===== config.mk =====
export PLATFORM = sky130hd
export DESIGN_NAME = sfsm_act_flat
export DESIGN_NICKNAME = d
export VERILOG_FILES = /design/src/rtl/sfsm_act_if.sv /design/src/rtl/sfsm_act.sv /design/src/flat_wrapper.sv
export SDC_FILE = /design/constraint.sdc
export NUM_CORES = 1
export LEC_CHECK = 0
export ABC_CLOCK_PERIOD_IN_PS = 2160
export BUFFER_PORTS_ARGS = -buffer_cell sky130_fd_sc_hd__buf_2
export CORE_MARGIN = 2
export CORE_UTILIZATION = 54
export DETAILED_ROUTE_END_ITERATION = 6
export PLACE_DENSITY = 0.75
export SLEW_MARGIN = 20
export SYNTH_ARGS = -nofsm -noshare
export SYNTH_HDL_FRONTEND = slang
export SYNTH_SLANG_ARGS = --single-unit

===== constraint.sdc =====
create_clock -name clk -period 2.16 [get_ports clk]
set_input_delay 0.108 -clock clk [delete_from_list [all_inputs] [get_ports clk]]
set_output_delay 0.108 -clock clk [all_outputs]
set_load 0.03 [all_outputs]

===== src/rtl/sfsm_act_if.sv =====
// Channel bus for sfsm_act: enable, shared mode, per-channel bitstreams in/out.
// Saturation flags appear only when SFSM_ACT_SAT_EN is defined.
interface sfsm_act_if #(
  parameter int N = 4
) ();
  logic         en;
  logic         mode;
  logic [N-1:0] x;
  logic [N-1:0] y;
`ifdef SFSM_ACT_SAT_EN
  logic [N-1:0] sat_hi;
  logic [N-1:0] sat_lo;

  modport master (output en, mode, x, input  y, sat_hi, sat_lo);
  modport slave  (input  en, mode, x, output y, sat_hi, sat_lo);
`else
  modport master (output en, mode, x, input  y);
  modport slave  (input  en, mode, x, output y);
`endif
endinterface


===== src/rtl/sfsm_act.sv =====
// Stochastic FSM activation: N independent saturating counters with tanh/exp decode.
// Optional macro SFSM_ACT_SAT_EN adds registered sat_hi/sat_lo flags per channel.
module sfsm_act_lane #(
  parameter int S    = 32,
  parameter int LGS  = 5,
  parameter int G    = 2,
  parameter int INIT = S/2
) (
  input  logic clk,
  input  logic rst,
  input  logic en,
  input  logic mode,
  input  logic x,
`ifdef SFSM_ACT_SAT_EN
  output logic sat_hi,
  output logic sat_lo,
`endif
  output logic y
);
  localparam logic [LGS-1:0] ST_MAX  = LGS'(S-1);
  localparam logic [LGS-1:0] ST_MID  = LGS'(S/2);
  localparam logic [LGS-1:0] ST_EXP  = LGS'(S-G);
  localparam logic [LGS-1:0] ST_INIT = LGS'(INIT);

  logic [LGS-1:0] st, st_nxt;
  logic           y_nxt;

  always_comb begin
    st_nxt = st;
    if (x && st != ST_MAX)       st_nxt = st + 1'b1;
    else if (!x && st != '0)     st_nxt = st - 1'b1;
    // decode looks at the value being written, so y lags x by exactly one edge
    y_nxt = mode ? (st_nxt < ST_EXP) : (st_nxt >= ST_MID);
  end

  always_ff @(posedge clk) begin
    if (!rst) begin
      st <= ST_INIT;
      y  <= 1'b0;
    end else if (en) begin
      st <= st_nxt;
      y  <= y_nxt;
    end
  end

`ifdef SFSM_ACT_SAT_EN
  always_ff @(posedge clk) begin
    if (!rst) begin
      sat_hi <= 1'b0;
      sat_lo <= 1'b0;
    end else if (en) begin
      sat_hi <= (st_nxt == ST_MAX);
      sat_lo <= (st_nxt == '0);
    end
  end
`endif
endmodule

module sfsm_act #(
  parameter int N    = 4,
  parameter int S    = 32,
  parameter int LGS  = 5,
  parameter int G    = 2,
  parameter int INIT = S/2
) (
  input  logic         clk,
  input  logic         rst,
  sfsm_act_if.slave    bus
);
  logic [N-1:0] y;
`ifdef SFSM_ACT_SAT_EN
  logic [N-1:0] sat_hi, sat_lo;
  assign bus.sat_hi = sat_hi;
  assign bus.sat_lo = sat_lo;
`endif
  assign bus.y = y;

  for (genvar i = 0; i < N; i++) begin : g_lane
    sfsm_act_lane #(.S(S), .LGS(LGS), .G(G), .INIT(INIT)) u_lane (
      .clk    (clk),
      .rst    (rst),
      .en     (bus.en),
      .mode   (bus.mode),
      .x      (bus.x[i]),
`ifdef SFSM_ACT_SAT_EN
      .sat_hi (sat_hi[i]),
      .sat_lo (sat_lo[i]),
`endif
      .y      (y[i])
    );
  end
endmodule


===== src/flat_wrapper.sv =====
// flat-port wrapper written by rule: the top's interface ports become plain ports
module sfsm_act_flat 
#(
  parameter int N    = 4,
  parameter int S    = 32,
  parameter int LGS  = 5,
  parameter int G    = 2,
  parameter int INIT = S/2
)
  (clk, rst, bus_en, bus_mode, bus_x, bus_y);
  sfsm_act_if #(.N(N)) bus_i ();
  input  logic clk;
  input  logic rst;
  input wire logic [$bits(bus_i.en)-1:0] bus_en;
  input wire logic [$bits(bus_i.mode)-1:0] bus_mode;
  input wire logic [$bits(bus_i.x)-1:0] bus_x;
  output wire logic [$bits(bus_i.y)-1:0] bus_y;
  assign bus_i.en = bus_en;
  assign bus_i.mode = bus_mode;
  assign bus_i.x = bus_x;
  assign bus_y = bus_i.y;
  sfsm_act #(.N(N), .S(S), .LGS(LGS), .G(G), .INIT(INIT)) u_core (.clk(clk), .rst(rst), .bus(bus_i));
endmodule

==> impl_metrics.ini <==
[detailed_routing]
ant_nets = 0
via_per_inst = 5.738
wire_per_inst_um = 13.21
num_vias = 1664
drc = 0
dr.pass1.iters = 4
finalWirelength_um = 3831
drt_iter0_markers = 148

[synth]
synth_seq_cells = 24
ys.flop_type = dfxtp_1
synthesis.area_um2 = 1853
synth_xor_area_share_pct = 4.254
yosysWarnings = 0
yosysTopAreaCell = dfxtp_1
netlist_instances = 230
synthMuxAreaShare_pct = 3.916
synth_top_family_by_area = simple AND/OR/NAND/NOR gates
synthSimpleGateAreaFrac_pct = 26.81
synthTopCellsByArea = dfxtp_1, ha_1, o21ai_0
synth_nets = 250
yosysSeqAreaShare_pct = 25.93
async_flop_share_pct = 0
synth_fa_ha_area_share_pct = 8.103
synth_edf_count = 0
synth_top_area_share_pct = 25.93
syn_area_per_cell_um2 = 8.057
synth_cell_types = 54
synth_compound_area_share_pct = 22.42

[floorplan]
ios = 12
core_area_um2 = 3311
start_util_pct = 55.97
die_h_um = 62.58
dieArea_um2 = 3916
die_x_um = 62.58
row_count = 21

[timing]
tightest_slew_ns = 0.5448
period_needed_ns = 2.209
grt_setup_unrepaired = yes
setup_violations = 1
skew_ns = 0.003476
max_clock_freq_mhz = 452.7
layout_setup_ws_ns = -0.04917
setup_tns_ns = -0.04917
timing.final.crit_share_pct = 102.3
slew_headroom_pct = 63.22
hold_viol_final = 0
slew_violations = 0

[power]
power_frac_seq_pct = 45.2
power_density_nw_per_um2 = 589.1
switching_share_pct = 34.42
p_int_mw = 0.7966
leakagePower_nw = 0.8694
switchingPower_mw = 0.4181
pwr-share-comb_pct = 34.5
power.share.clock_pct = 20.3
ir_drop_uv = 223.9

[clocking]
cts_tree = done
cts_root_buf = clkbuf_4
htreeDepth = 1
clk_path_buf_depth = 2
clk_pin_slew_worst_paths_ns = 0.14
clk_latency_ns = 0.32
clock-sinks = 24
cts_hold_buf = 0
cts_made_buffers = 3

[critical_path]
critPathLaunchType = flop
cp.arrival_ns = 2.44
worst_path_most_repeated_cell = ha_4
crit_path_max_fanout = 3
critPathCaptureType = flop
crit_buf_inv = 0
cp_slowest_cell = or4_4
crit_chain = ha_4 -> and3_4 -> ha_4 -> and2b_1 -> a2bb2oi_2 -> mux2_4 -> or4_4 -> a22o_1
required_ns = 2.39
critPathTopFamily = simple AND/OR/NAND/NOR gates
critPathKind = reg -> reg
cpPeakStageDelay_ns = 0.50

[global_route]
grtUsageTotal_pct = 21.06
grt_pass1_wl_um = 6672
antenna_found_initial = 0
grt_overflow = 0
grt_max_degree = 27
grt_pass1_vias = 1504

[cells_and_area]
diodes = 0
final_util_pct = 62.28
nets = 265
area_growth_syn_to_layout_pct = 11.28
final_layout_size_suffix_gt1_share_pct = 18.85

[place]
dpl.hpwl_um = 2776
gp_congestion = 0.8910
portBuffers = 11

[status]
status = complete, but fails checks
violations = negative setup slack

[worst_hold_path]
hold_class = in -> reg

[job]
cap_violations = 0
area by class of cell:
| cell class | instances | area [um2] |
|---|---|---|
| well taps | 46 | 57.56 |
| repair buffers | 23 | 145.1 |
| inverters | 15 | 56.30 |
| fillers | 304 | 1249 |
| multi-input cells | 178 | 1280 |
| clock buffers | 4 | 36.28 |
| flip-flops and latches | 24 | 486.7 |
flip-flops by register name, summed over array words and instances, names as in the netlist:
| register | flops |
|---|---|
| u_core.g_lane.u_lane.y | 4 |
| u_core.g_lane.u_lane.st | 20 |
cells in the mapped netlist, types with 4 or more instances:
cell type,instances
buf_4,4
ha_1,12
mux2i_1,5
nor3b_1,5
inv_1,14
nor2b_1,4
and3_1,5
and2_1,7
xnor2_1,6
dfxtp_1,24
clkbuf_1,7
nand2_1,20
nor4b_1,4
o21ai_0,21
nand3_1,4
a21oi_1,9
nor2_1,13
nand2b_1,8
cells by family (layout without fill, tap and decap cells):
kind of cell,count (synthesis),in the layout
simple gates,88,88
compound gates,62,62
mux,7,7
buf+inv,28,42
flops,24,24
fa+ha+maj,12,12
xor+xnor,9,9
final timing paths:
kind | start | endpoint | slack (ns) | cells past startpoint
setup / recovery | u_core.g_lane[1].u_lane.st[0] | u_core.g_lane[1].u_lane.y | -0.05 | 8
setup reg to reg | u_core.g_lane[1].u_lane.st[0] | u_core.g_lane[1].u_lane.y | -0.05 | 8
hold reg to reg | u_core.g_lane[0].u_lane.st[1] | u_core.g_lane[0].u_lane.st[1] | 0.55 | 2
hold / removal | rst | u_core.g_lane[1].u_lane.st[4] | 0.16 | 2
stage by stage:
stage | std cells | instance area, um2 | setup slack, ns | hold slack [ns] | power (mW)
after floorplan | 230 | 1877 | 0.006695 | 0.3089 | 0.8686
after global placement | 283 | 1954 | 0.01685 | 0.4817 | 0.9430
after detailed placement | 283 | 1954 | -0.04500 | 0.4989 | 0.9519
after CTS | 290 | 2034 | -0.04078 | 0.1592 | 1.206
after global routing | 290 | 2062 | -0.08943 | 0.1796 | 1.306
final | 290 | 2062 | -0.04917 | 0.1622 | 1.215
layer usage:
| metal | up-vias | GRT usage, % | share of wire, % |
|---|---|---|---|
| met1 | 777 | 25.59 | 50 |
| li1 | 851 | - | - |
| met2 | 30 | 35.62 | 45 |
| met3 | 6 | 4.324 | 2.6 |
| met5 | - | 0 | 0 |
| met4 | 0 | 9.722 | 1.9 |
power groups by stage:
stage                     clock network (mW)  logic (mW)  registers (mW)
after global routing                   0.277       0.472           0.557
after floorplan                            0       0.325           0.544
final                                  0.246       0.419           0.549
after global placement                     0       0.389           0.554
after detailed placement                   0       0.395           0.557
after CTS                              0.251       0.408           0.547
what timing repair did:
action                                  CTS  global route
setup buffers                             3             0
endpoints found under the setup margin    1             4
pin swaps                                 3             7
gates resized for setup                   3             8
cells in the final DEF, fill, tap and decap left out, types with 9 or more instances in the layout:
cell type,count
buf_4,12
ha_1,9
dfxtp_1,21
buf_2,11
nor2_1,13
a21oi_1,9
nand2_1,20
inv_1,14
o21ai_0,21
(Power assumes the default switching activity.)
